## src/rtl/wrr_arbiter.sv

```systemverilog
// Weighted round-robin arbiter: each grant is a burst of up to weight[i]
// cycles, and the next requester in rotate order is granted with no bubble.
module wrr_arbiter #(
  parameter int N  = 4,
  parameter int WW = 4
) (
  input  logic                 clk,
  input  logic                 rst_n,
  input  logic                 en,
  input  logic [N-1:0]         req,
  input  logic [N*WW-1:0]      weight,
  output logic [N-1:0]         grant,
  output logic [$clog2(N)-1:0] grant_idx,
  output logic                 grant_last
);

  localparam int IW = $clog2(N);

  typedef enum logic [0:0] {
    ST_IDLE  = 1'b0,
    ST_GRANT = 1'b1
  } state_e;

  state_e         state_q;
  logic [N-1:0]   grant_q;
  logic [IW-1:0]  idx_q;
  logic [IW-1:0]  ptr_q;
  logic [WW-1:0]  cnt_q;

  logic           pick_found_s;
  logic [IW-1:0]  pick_idx_s;
  logic [WW-1:0]  wfield_s;
  logic [WW-1:0]  cnt_load_s;
  logic [IW-1:0]  ptr_next_s;
  logic           keep_s;
  logic           issue_s;

  // First requester in rotate order from ptr_q; walking backwards lets the
  // earliest position in the order overwrite later ones.
  always_comb begin
    int j;
    j            = 0;
    pick_found_s = 1'b0;
    pick_idx_s   = '0;
    for (int k = N - 1; k >= 0; k--) begin
      j            = int'(ptr_q) + k;
      j            = (j >= N) ? j - N : j;
      pick_found_s = pick_found_s | req[j];
      pick_idx_s   = req[j] ? IW'(j) : pick_idx_s;
    end
  end

  // Burst length of the candidate, with a zero weight meaning one cycle.
  always_comb begin
    wfield_s   = weight[int'(pick_idx_s)*WW +: WW];
    cnt_load_s = (wfield_s == '0) ? '0 : wfield_s - 1'b1;
    ptr_next_s = (pick_idx_s == IW'(N - 1)) ? '0 : pick_idx_s + 1'b1;
    keep_s     = (state_q == ST_GRANT) && req[idx_q] && (cnt_q != '0);
    issue_s    = en && pick_found_s;
  end

  // Grant FSM: hold while credit remains, otherwise hand over at the same edge.
  always_ff @(posedge clk or negedge rst_n) begin
    if (!rst_n) begin
      state_q <= ST_IDLE;
      grant_q <= '0;
      idx_q   <= '0;
      ptr_q   <= '0;
      cnt_q   <= '0;
    end else if (keep_s) begin
      cnt_q <= cnt_q - 1'b1;
    end else if (issue_s) begin
      state_q <= ST_GRANT;
      grant_q <= {{(N-1){1'b0}}, 1'b1} << pick_idx_s;
      idx_q   <= pick_idx_s;
      ptr_q   <= ptr_next_s;
      cnt_q   <= cnt_load_s;
    end else begin
      state_q <= ST_IDLE;
      grant_q <= '0;
      idx_q   <= '0;
      cnt_q   <= '0;
    end
  end

  assign grant      = grant_q;
  assign grant_idx  = idx_q;
  assign grant_last = (state_q == ST_GRANT) && (cnt_q == '0);

endmodule

```

## config.mk

```make
export PLATFORM = sky130hd
export DESIGN_NAME = wrr_arbiter
export DESIGN_NICKNAME = d
export VERILOG_FILES = /design/src/rtl/wrr_arbiter.sv
export SDC_FILE = /design/constraint.sdc
export NUM_CORES = 1
export LEC_CHECK = 0
export ABC_AREA = 1
export ABC_CLOCK_PERIOD_IN_PS = 6000
export BUFFER_PORTS_ARGS = -buffer_cell sky130_fd_sc_hd__buf_2
export CAP_MARGIN = 20
export CORE_MARGIN = 8
export CORE_UTILIZATION = 57
export DETAILED_ROUTE_END_ITERATION = 16
export PLACE_DENSITY_LB_ADDON = 0.12
export SETUP_SLACK_MARGIN = 0.05
export SKIP_LAST_GASP = 1
export SLEW_MARGIN = 25
export SYNTH_ARGS = -nofsm -noshare
export SYNTH_HDL_FRONTEND = slang
export SYNTH_SLANG_ARGS = --single-unit
```

## constraint.sdc

```tcl
create_clock -name clk -period 6 [get_ports clk]
set_input_delay 1.2 -clock clk [delete_from_list [all_inputs] [get_ports clk]]
set_output_delay 1.2 -clock clk [all_outputs]
set_load 0.01 [all_outputs]
```

[Word-level counts from Yosys, hierarchy flattened]
Index checks and enable logic that the tools add are counted.
Word-level totals
  bits in registers: 13
  word-level logic and storage cells: 68
Operators by class
  add/subtract/negate cells: 10
  order comparisons: 9
  equality and inequality tests: 1
  shifts and indexed selects: 2
  muxes and demuxes: 29
  bitwise gates (word level): 4
  reduce and logical (&&, ||, !) cells: 8
Operators with widths (count)
  32-bit by 4-bit less-than comparator with 1-bit output, second input constant: 4
  32-bit 2-to-1 mux: 4
  4-bit 2-to-1 mux: 4
  16-bit by 5-bit variable part select with 4-bit output: 1
  2-bit 2-to-1 mux: 6
  3-bit by 3-bit subtractor with 4-bit output, second input constant: 3
  1-bit binary-select mux with 2-bit select: 5
  1-bit 2-to-1 mux: 10
  3-bit greater-or-equal comparator, second input constant: 3
  4-bit logical NOT: 2
  4-bit by 1-bit subtractor with 4-bit output, second input constant: 2
  2-bit by 2-bit adder with 3-bit output, second input constant: 2
  1-bit logical AND: 4
  4-bit nonzero test: 1
  1-bit by 2-bit left shift with 4-bit output, first input constant: 1
  2-bit by 3-bit subtractor with 4-bit output, second input constant: 1
  2-bit by 1-bit adder with 3-bit output, second input constant: 1
  2-bit by 3-bit greater-or-equal comparator with 1-bit output, second input constant: 1
  2-bit by 3-bit less-than comparator with 1-bit output, second input constant: 1
  1-bit OR: 3
  2-bit by 1-bit adder with 2-bit output, second input constant: 1
  2-bit == test, second input constant: 1
  2-bit AND reduction: 1
  1-bit NOT: 1

[Depth between registers and ports, before layout]
Gate-level depths: netlist of run 1.
  depth after elaboration: 15
  gate-level depth with buffers: 19

[Worst setup path before layout of run 1]
No wires, ideal clock.
  path type: input to register
  start point: input port req[1]
  end point: register cnt_q[0]
  setup time: 123 ps
  arrival time: 2646 ps
  data required time: 5877 ps
  setup slack: 3231 ps
  stages: 17
  buffers on the path: 1
  cell sequence: inv_1 > o21ai_2 > nand2_4 > nand3_2 > nand2_2 > nand2_4 > nand2_4 > buf_8 > nand2_2 > nand3_1 > nand2_2 > ha_1 > nand3_1 > nor2_2 > nor2_4 > nand2_1 > o21ai_1
Between the ends
  longest elaborated chain between the ends: 12
  elaborated cells between the ends (all ways): 30
  those cells by class: 1 x add/sub; 1 x shift; 21 x mux; 3 x bitwise; 4 x reduce/logical
Ends and longest elaborated chain
  from (decl): line 10  | input logic [N-1:0] req,
  1-bit binary-select mux with 2-bit select: line 48, 49
  1-bit 2-to-1 mux (implied by the code) (2 in a row): line 48, 49
  2-bit 2-to-1 mux (4 in a row): line 49  | pick_idx_s = req[j] ? IW'(j) : pick_idx_s;
  16-bit by 5-bit variable part select with 4-bit output: line 55  | wfield_s = weight[int'(pick_idx_s)*WW +: WW];
  4-bit by 1-bit subtractor with 4-bit output / 4-bit logical NOT (equally long branches): line 56  | cnt_load_s = (wfield_s == '0) ? '0 : wfield_s - 1'b1;
  4-bit 2-to-1 mux: line 56
  4-bit 2-to-1 mux: line 72  | end else if (issue_s) begin
  4-bit 2-to-1 mux (*): line 70  | end else if (keep_s) begin
  to (signal assigned): line 71  | cnt_q <= cnt_q - 1'b1;
  to (signal assigned): line 77  | cnt_q <= cnt_load_s;
  to (decl): line 28  | logic [WW-1:0] cnt_q;
Every way passes the cells marked *; elsewhere a longest branch is shown, timed or not. The select of a mux whose other input is x is not followed.
A chain may end at the register's enable or synchronous reset.

[Final worst setup path of run 1]
  start point: input port req[3]
  end point: register cnt_q[0]
Same word-level chain as after synthesis.

==> results of run 1 <==
## how the worst max path moves through the flow
stage | slack, ns | cells after the start | endpoint
after detailed placement | 2.76 | 17 | cnt_q[0]
after floorplan | 3.23 | 17 | cnt_q[0]
after global placement | 2.87 | 17 | cnt_q[0]
after global routing | 2.85 | 17 | cnt_q[0]
after CTS | 3.05 | 17 | cnt_q[0]
final | 3.06 | 17 | cnt_q[0]
## synth_stat cells (2+ instances only)
library cell,count,area (µm²)
dfrtp_1,13,325
nand3_1,25,125
nand3_2,8,80.1
inv_2,4,15.0
nor2_1,3,11.3
buf_6,3,33.8
o21ai_0,9,45.0
inv_1,29,109
nand2_1,28,105
o21ai_1,3,15.0
nand4_1,2,12.5
ha_1,6,75.1
nand2_4,5,56.3
nand2_2,13,81.3
a21oi_1,6,30.0
## worst reg2reg max path, cell delays in order, from the launching register on
cell	delay (ns)
dfrtp_1	0.63
inv_1	0.14
nand2_1	0.12
nand3_1	0.11
nand2_1	0.12
nand3_2	0.09
nand3_2	0.22
nand2_4	0.17
nand2_2	0.08
nand3_1	0.08
nand2_2	0.12
ha_1	0.19
nand3_1	0.10
nor2_2	0.14
nor2_4	0.06
nand2_1	0.08
o21ai_1	0.06
## state kept, by name, summed over array words and instances (netlist names)
name	cells
grant	4
ptr_q	2
state_q	1
cnt_q	4
grant_idx	2
## power by group through the flow
stage	Combinational (µW)	Clock (µW)	Sequential (µW)
floorplan	594	0	152
global placement	646	0	159
global route	761	58.7	165
CTS	676	54.2	160
finish	670	53.0	160
detailed placement	673	0	161
## final cells by class
type / instances / area, µm² / share of cell area (%)
well taps: 27 / 33.8 / 2.46
clock buffers: 4 / 26.3 / 1.91
repair buffers: 29 / 145 / 10.6
inverters: 33 / 124 / 9.01
multi-input cells: 117 / 721 / 52.4
flip-flops and latches: 13 / 325 / 23.7
## cells in the final DEF, fill, tap and decap left out, types with 2 or more instances in the layout
cell / instances
inv_1: 29
a21oi_1: 6
o21ai_1: 3
nand3_1: 25
dfrtp_1: 13
nand4_1: 2
nand2_1: 28
clkbuf_4: 3
nor2_1: 3
nand2_2: 13
nand2_4: 5
nand3_2: 8
buf_2: 29
ha_1: 6
o21ai_0: 9
inv_2: 4
## cells by family (layout without fill, tap and decap cells)
logic type | after synthesis | in the layout
AOI/OAI and AO/OA | 20 | 20
buffers and inverters | 38 | 66
and+or+nand+nor | 89 | 89
xor gates and xnor gates | 2 | 2
DFF | 13 | 13
adders and majority gates | 6 | 6
## metrics by stage
step	area, µm²	worst slack, ns	total power [µW]
2_1_floorplan	1220	3.23	746
3_3_place_gp	1350	2.87	806
3_5_place_dp	1350	2.76	835
4_1_cts	1380	3.05	890
5_1_grt	1380	2.85	985
6_report	1380	3.06	883
## per-layer routing
layer / part of all wire (%) / track usage [%] / wire, µm / up-vias
li1: - / - / - / 594
met1: 49 / 17.9 / 1290 / 489
met2: 45 / 20.2 / 1170 / 47
met3: 5.7 / 3.41 / 149 / 2
met4: 0.61 / 5.98 / 16 / 0
met5: 0 / 0 / 0 / -
==> impl_metrics.csv, run 1 <==
group,metric,value,unit
status,status,"completed",
routing,routed_wl,2.63,mm
synth,synthMuxAreaShare,0,%
timing,setup_violations,0,
floorplanning,start_util,61.1,%
timing,setup_tns,0,ns
power_and_ir_drop,pwr-share-clk,6.0,%
routing,antenna_left,0,
grt,grt_pass1_vias,1070,
layout,nets,226,
critical_path,r2r_cells,16,
floorplanning,rows,16,
clock_tree,cts_buffer_depth,2,
floorplanning,io_pins,30,
clock_tree,clk-insertion-delay-late,0.27,ns
clock_tree,htree_levels,1,
synth,avgSynthCellArea,7.28,µm²
power_and_ir_drop,internal-power,390,µW
power_and_ir_drop,seqPwrFrac,18.1,%
critical_path,cp.required,6.20,ns
critical_path,cp_top_family,"simple AND/OR/NAND/NOR gates",
grt,grt_overflow,0,
worst_hold_path,min_path_type,"flip-flop to flip-flop",
critical_path,critPathLaunchType,"primary input",
timing,worst_slew_pin_slew,0.457,ns
timing,fmax,340,MHz
synth,syn_area,1220,µm²
clock_tree,root_buffer,"clkbuf_4",
synth,synthCells,168,
routing,vias,1132,
critical_path,reg2reg_to,"cnt_q[0]",
critical_path,r2r_start,"ptr_q[0]",
critical_path,timing.critical_path.from,"req[3]",
synth,synth-edff-count,0,
critical_path,cp_max_fo,14,
timing,fin_skew,0.00438,ns
clock_tree,cts_setup_buffers,0,
routing,firstDrtPassIters,4,
worst_hold_path,min_path_cells,1,
power_and_ir_drop,p_switching,492,µW
grt,grt_pass1_wl,4.53,mm
clock_tree,hold_buffers,0,
placement,globalplace.congestion,0.790,
critical_path,max_stage_delay,0.26,ns
synth,ys_types,26,
timing,hold_violations,0,
timing,fin_hold_ws,0.462,ns
placement,dp_hpwl,2.17,mm
critical_path,critPathSlowestCell,"nand2_4",
floorplanning,die_area,3880,µm²
worst_hold_path,hp-start,"cnt_q[0]",
critical_path,cp.arrival,3.14,ns
grt,grt_max_degree,15,
clock_tree,cts_tree,"built",
grt,grt_usage,13.5,%
routing,viasPerCell,5.08,
synth,syn_nets,197,
power_and_ir_drop,comb_power_share,75.9,%
timing,grt_setup_unrepaired,"false",
floorplanning,die_w,62.3,µm
synth,synth_top_family_by_area,"simple AND/OR/NAND/NOR gates",
power_and_ir_drop,power_density,642,nW/µm²
layout,areaGrowthSynthToFinish,12.5,%
timing,slew-limit-headroom,69.5,%
clock_tree,cts_made_buffers,3,
critical_path,crit_buf_inv,2,
floorplanning,die_h,62.3,µm
grt,antenna_found_initial,0,
synth,synth-simple-area-share,42.8,%
critical_path,cp_cell_sequence,"buf_2 -> inv_1 -> nand2_2 -> nand3_1 -> nand2_1 -> nand3_2 -> nand3_2 -> nand2_4 -> nand2_1 -> nand3_1 -> nand2_2 -> ha_1 -> nand3_1 -> nor2_2 -> nor2_4 -> nand2_1 -> o21ai_1",
routing,drc,0,
power_and_ir_drop,p_sw_share,55.8,%
synth,ys_seq_elements,13,
power_and_ir_drop,ir_drop,388,µV
critical_path,worst_setup_path_end_kind,"flip-flop",
routing,drt_iter0_drc,57,
placement,dp_cells,219,
clock_tree,post_cts_resized,0,
floorplanning,core_area,2000,µm²
synth,synth-compound-area-share,8.60,%
power_and_ir_drop,p_leak,0.000787,µW
critical_path,path_class,"primary input to flip-flop",
synth,synth_sequential_area_ratio,26.6,%
synth,yosysWarnings,0,
placement,io_buffers,29,
timing,finalCritPeriodShare,49.0,%
critical_path,rrSetupSlack,3.40,ns
worst_hold_path,hold_end,"cnt_q[0]",
clock_tree,clkTransAtPathRegs,0.08,ns
synth,synth_adder_area_share,6.14,%
clock_tree,clock_sinks,13,
layout,fin_util,68.7,%
synth,yosys_most_used_dff,"dfrtp_1",
timing,maxSlewViolCount,0,
layout,n_antenna_cell,0,
layout,fillers,177,
routing,wire_per_inst,11.8,µm
layout,stdcell_count,223,
synth,synth_xor_area_share,1.43,%
timing,period_minus_slack,2.94,ns
run,drv_cap,0,
synth,synthArstFlopShare,100,%
layout,drive_gt1_share,33.7,%
No activity file was read; power rests on OpenSTA's default activity.
==> run 2: changes to the inputs <==
ABC_AREA = 0   (was 1)
ABC_CLOCK_PERIOD_IN_PS = 2700   (was 6000)
CORE_UTILIZATION = 45   (was 57)
clock period = 2.7 ns   (was 6 ns; I/O delays follow)
==> run 2 against run 1 <==
Largest power group unchanged. Non-clock buffer count rose by 1. Sequential power rose by 120%. Worst hold slack got worse by 0.32 ns. Combinational power fell by 4.9%. Critical endpoint is now cnt_q[2]. Sequential share of layout area rose by 4.9 points. Critical path depth fell by 8. Cell area fell by 17%. Clock skew fell by 0.0038 ns. Register-to-register slack got worse by 3.0 ns. Critical path type is now flip-flop to flip-flop.
==> impl_metrics.csv, run 2 <==
group,metric,value,unit
layout,final_cell_mix,"buf_2, dfrtp_1, inv_1, mux2i_1, nand2_1",
run,drv_cap,0,
critical_path,critPathLaunchType,"flip-flop",
synth,synth-simple-area-share,12.4,%
synth,syn_nets,125,
synth,synth_sequential_area_ratio,34.3,%
routing,drc,0,
synth,avgSynthCellArea,9.88,µm²
clock_tree,clkTransAtPathRegs,0.08,ns
layout,drive_gt1_share,35.9,%
synth,synthArstFlopShare,100,%
floorplanning,core_area,1980,µm²
synth,synthMuxAreaShare,18.1,%
grt,grt_overflow,0,
timing,setup_violations,0,
placement,globalplace.congestion,0.750,
power_and_ir_drop,pwr-share-clk,11.0,%
timing,period_minus_slack,2.32,ns
power_and_ir_drop,ir_drop,504,µV
power_and_ir_drop,p_switching,467,µW
synth,ys_seq_elements,13,
timing,setup_tns,0,ns
clock_tree,hold_buffers,0,
routing,wire_per_inst,13.4,µm
routing,vias,787,
power_and_ir_drop,seqPwrFrac,31.4,%
timing,fmax,431,MHz
grt,grt_max_degree,15,
status,status,"completed",
synth,synthCells,96,
timing,maxSlewViolCount,0,
power_and_ir_drop,comb_power_share,57.6,%
grt,antenna_found_initial,0,
routing,firstDrtPassIters,3,
synth,yosysWarnings,0,
clock_tree,cts_setup_buffers,0,
placement,dp_hpwl,1.67,mm
synth,synth_xor_area_share,2.77,%
synth,ys_types,35,
grt,grt_pass1_vias,822,
floorplanning,die_h,61.9,µm
power_and_ir_drop,internal-power,640,µW
layout,layout_commonest_cell,"buf_2",
critical_path,cp_max_fo,6,
power_and_ir_drop,p_leak,0.000587,µW
timing,grt_setup_unrepaired,"false",
routing,routed_wl,2.07,mm
synth,yosys.area.top_type_share,34.3,%
grt,met2_usage,21.4,%
synth,yosys_most_used_dff,"dfrtp_1",
timing,slew-limit-headroom,76.4,%
grt,grt_pass1_wl,3.55,mm
layout,areaGrowthSynthToFinish,19.9,%
timing,hold_violations,0,
timing,fin_skew,0.000620,ns
worst_hold_path,min_path_type,"primary input to async pin",
clock_tree,htree_levels,1,
routing,antenna_left,0,
clock_tree,clock_sinks,13,
routing,drt_iter0_drc,7,
clock_tree,cts_tree,"built",
floorplanning,rows,16,
critical_path,worst_setup_path_end_kind,"flip-flop",
power_and_ir_drop,p_total,1110,µW
grt,top_usage_layer,"met2",
synth,yosys-top-cells-count,"dfrtp_1, inv_1, mux2i_1",
clock_tree,post_cts_resized,0,
critical_path,path_class,"flip-flop to flip-flop",
clock_tree,cts_buffer_depth,2,
timing,worst_slew_pin_slew,0.353,ns
floorplanning,die_area,3830,µm²
synth,synth_most_common_cell,"dfrtp_1",
clock_tree,cts_made_buffers,3,
grt,grt_usage,12.4,%
critical_path,cp.arrival,2.52,ns
layout,nets,158,
power_and_ir_drop,p_sw_share,42.2,%
timing,fin_hold_ws,0.139,ns
grt,grt_use_met3,3.91,%
power_and_ir_drop,power_density,973,nW/µm²
synth,synth.area.top_cells,"dfrtp_1, mux2i_1, ha_1, mux2_2, inv_1",
synth,syn_area,948,µm²
placement,io_buffers,29,
grt,use_met1,14.7,%
clock_tree,clk-insertion-delay-late,0.27,ns
clock_tree,root_buffer,"clkbuf_4",
synth,synth_top_family_by_area,"multiplexers",
routing,viasPerCell,5.08,
critical_path,cp.required,2.90,ns
floorplanning,start_util,47.9,%
synth,yosys.area.top_type,"dfrtp_1",
synth,synth-compound-area-share,17.0,%
floorplanning,io_pins,30,
layout,n_antenna_cell,0,
timing,finalCritPeriodShare,86.0,%
synth,synth-edff-count,0,
floorplanning,die_w,61.9,µm
synth,synth_adder_area_share,7.92,%
==> run 2: cell count changes after synthesis, moves of 3 or more <==
| cell | before | now |
|---|---|---|
| mux2i_1 | 0 | 10 |
| inv_2 | 4 | 1 |
| mux2_2 | 0 | 5 |
| inv_1 | 29 | 10 |
| nand3_1 | 25 | 4 |
| o21ai_0 | 9 | 6 |
| nand3_2 | 8 | 0 |
| nand2_1 | 28 | 7 |
| buf_6 | 3 | 0 |
| nand2_4 | 5 | 0 |
| nand2_2 | 13 | 0 |
==> run 2: path summary, 6_finish.rpt <==
| path | from | end | slack [ns] | cells after the start |
|---|---|---|---|---|
| worst max-delay path | ptr_q[1] | cnt_q[2] | 0.38 | 9 |
| worst min-delay path | rst_n | ptr_q[1] | 0.14 | 1 |
| worst max register to register | ptr_q[1] | cnt_q[2] | 0.38 | 9 |
| worst min register to register | cnt_q[0] | cnt_q[0] | 0.52 | 1 |
| max in group asynchronous | rst_n | cnt_q[0] | 2.33 | 1 |
| min in group clk | cnt_q[0] | cnt_q[0] | 0.52 | 1 |
==> run 2: logic make-up after synthesis <==
| logic type | Yosys count |
|---|---|
| AO/OA/AOI/OAI | 23 |
| flip-flops | 13 |
| buffers and inverters | 14 |
| multiplexers | 16 |
| XOR/XNOR | 3 |
| AND/OR/NAND/NOR | 21 |
| adder cells (fa/ha/maj) | 6 |
==> run 2: power groups by stage <==
stage	clock, µW	sequential, µW	combinational (µW)
2_1_floorplan	0	355	491
3_3_place_gp	0	348	639
3_5_place_dp	0	351	645
4_1_cts	131	349	649
5_1_grt	135	365	721
6_report	121	348	637
==> run 2: layout make-up <==
class / instances / area [µm²]
Multi-Input combinational cell: 69 / 552
Tap cell: 27 / 33.8
Sequential cell: 13 / 325
Inverter: 12 / 47.5
Fill cell: 194 / 845
Clock buffer: 4 / 26.3
Timing Repair Buffer: 30 / 153
==> run 2: metrics by stage <==
stage / setup slack [ns] / utilization (%) / std cells / area, µm²
CTS: 0.376 / 57.4 / 155 / 1140
global route: 0.183 / 57.4 / 155 / 1140
finish: 0.379 / 57.4 / 155 / 1140
detailed placement: 0.214 / 56.1 / 151 / 1110
floorplan: 0.504 / - / 96 / 948
global placement: 0.297 / 56.1 / 151 / 1110
==> run 2: routing by layer <==
metal  vias up  routed length (µm)
li1        408                   -
met1       365                 904
met2        14                1050
met3         0                 115
met4         0                   0
met5         -                   0
==> run 2: worst max-delay path: stages (launching register included) <==
cell	delay, ns
dfrtp_1	0.45
mux2i_1	0.24
nor2_2	0.07
nor3_4	0.35
inv_4	0.10
mux2i_1	0.13
mux2_2	0.30
ha_1	0.23
a31o_2	0.22
o22ai_1	0.16
==> run 3: changes to the inputs <==
CORE_ASPECT_RATIO = 1.2   (was default)
==> run 3 against run 2 <==
Maximum frequency shrank 1.3%. Clock power is 5% higher. Power grew 0.84%. Combinational power rose by 1%. Sequential cell count did not move. Register-to-register slack worse by 0.03 ns. Sequential power barely moved. First-iteration DRC count rose to 2.6 times the previous value. Critical path depth unchanged. Non-clock buffer count unchanged. Critical path type unchanged. Critical endpoint unchanged.
==> impl_metrics.csv, run 3 (synthesis gave the netlist of run 2 again) <==
group,metric,value,unit
clock_tree,hold_buffers,0,
clock_tree,clk-insertion-delay-late,0.28,ns
critical_path,path_class,"flip-flop to flip-flop",
layout,final_cell_mix,"buf_2, dfrtp_1, inv_1, mux2i_1, nand2_1",
critical_path,cp.required,2.91,ns
placement,io_buffers,29,
status,status,"completed",
routing,routed_wl,2.09,mm
layout,drive_gt1_share,35.9,%
power_and_ir_drop,p_leak,0.000587,µW
critical_path,r2r_cells,9,
timing,slew-limit-headroom,77.0,%
routing,viasPerCell,5.49,
grt,antenna_found_initial,0,
timing,hold_violations,0,
critical_path,cp_cell_sequence,"mux2i_1 -> nor2_2 -> nor3_4 -> inv_4 -> mux2i_1 -> mux2_2 -> ha_1 -> a31o_2 -> o22ai_1",
routing,wire_per_inst,14.1,µm
power_and_ir_drop,p_total,1120,µW
critical_path,cp_top_family,"multiplexers",
routing,vias,812,
routing,drc,0,
placement,dp_cells,144,
routing,drt_iter0_drc,18,
grt,grt_max_degree,15,
timing,fin_skew,0.00125,ns
critical_path,cp_max_fo,6,
clock_tree,cts_setup_buffers,0,
critical_path,cp.arrival,2.56,ns
clock_tree,cts_made_buffers,3,
timing,maxSlewViolCount,0,
floorplanning,rows,18,
grt,grt_pass1_wl,3.77,mm
power_and_ir_drop,ir_drop,569,µV
floorplanning,core_area,2030,µm²
grt,grt_usage,12.5,%
grt,grt_use_met3,3.89,%
clock_tree,clock_sinks,13,
floorplanning,io_pins,30,
run,drv_cap,0,
grt,top_usage_layer,"met2",
routing,antenna_left,0,
timing,grt_setup_unrepaired,"false",
layout,stdcell_count,148,
critical_path,worst_setup_path_end_kind,"flip-flop",
timing,period_minus_slack,2.35,ns
timing,setup_violations,0,
critical_path,cpMostUsedCell,"mux2i_1",
placement,globalplace.congestion,0.726,
power_and_ir_drop,power_density,989,nW/µm²
floorplanning,die_w,57.9,µm
floorplanning,die_area,3840,µm²
grt,grt_pass1_vias,868,
clock_tree,cts_buffer_depth,2,
placement,dp_hpwl,1.72,mm
clock_tree,post_cts_resized,0,
timing,finalCritPeriodShare,87.1,%
critical_path,crit_buf_inv,1,
timing,setup_tns,0,ns
timing,fmax,425,MHz
critical_path,critPathLaunchType,"flip-flop",
timing,worst_slew_pin_slew,0.345,ns
clock_tree,root_buffer,"clkbuf_4",
clock_tree,clkTransAtPathRegs,0.09,ns
layout,fillers,199,
grt,use_met1,12.6,%
clock_tree,cts_tree,"built",
floorplanning,start_util,46.8,%
critical_path,path_depth,9,
layout,layout_commonest_cell,"buf_2",
grt,grt_overflow,0,
clock_tree,htree_levels,1,
layout,n_antenna_cell,0,
layout,nets,158,
grt,met2_usage,23.2,%
routing,firstDrtPassIters,2,
critical_path,critPathSlowestCell,"dfrtp_1",
worst_hold_path,min_path_type,"primary input to async pin",
layout,areaGrowthSynthToFinish,19.0,%
critical_path,max_stage_delay,0.47,ns
floorplanning,die_h,66.3,µm
## run 3: cell counts in the layout (fill, tap and decap cells not counted)
No cell type changed its count.
## run 3: final cells by class
cell class                      instances  area, µm²  area share (%)
Clock buffer                            4       26.3            2.33
Inverter                               12       47.5            4.21
Multi-Input combinational cell         69        552            48.9
Sequential cell                        13        325            28.8
Tap cell                               20       25.0            2.22
Timing Repair Buffer                   30        153            13.5
## run 3: final timing paths
path / from / end / slack, ns
min in group clk: cnt_q[0] / cnt_q[0] / 0.50
min: rst_n / grant_idx[1] / 0.13
min reg2reg: cnt_q[0] / cnt_q[0] / 0.50
max: ptr_q[1] / cnt_q[2] / 0.35
max in group asynchronous: rst_n / grant[2] / 2.34
max reg2reg: ptr_q[1] / cnt_q[2] / 0.35
## run 3: worst register-to-register path, delay by kind of cell, from the launching register on
| family | cells | cell delay (ns) |
|---|---|---|
| compound gates | 2 | 0.38 |
| fa+ha+maj | 1 | 0.23 |
| flops | 1 | 0.47 |
| mux | 3 | 0.70 |
| buf+inv | 1 | 0.10 |
| simple gates | 2 | 0.42 |
## run 3: power by group
part | switching (µW) | total, µW | internal [µW]
registers | 67.2 | 345 | 278
logic | 338 | 644 | 306
clock network | 69.4 | 127 | 57.3
total | 474 | 1120 | 641
## run 3: routing by layer
metal | vias up | share of wire (%)
met2 | 10 | 56
li1 | 405 | -
met3 | 2 | 4.6
met5 | - | 0
met1 | 395 | 39
met4 | 0 | 0.58
## run 3: metrics by stage
stage          cell area [µm²]  utilization, %  setup WS (ns)  hold WS (ns)
2_1_floorplan              948               -          0.504         0.244
3_3_place_gp              1100            54.4          0.288         0.440
3_5_place_dp              1100            54.4          0.204         0.443
4_1_cts                   1130            55.7          0.346         0.131
5_1_grt                   1130            55.7          0.197         0.140
6_report                  1130            55.7          0.349         0.132
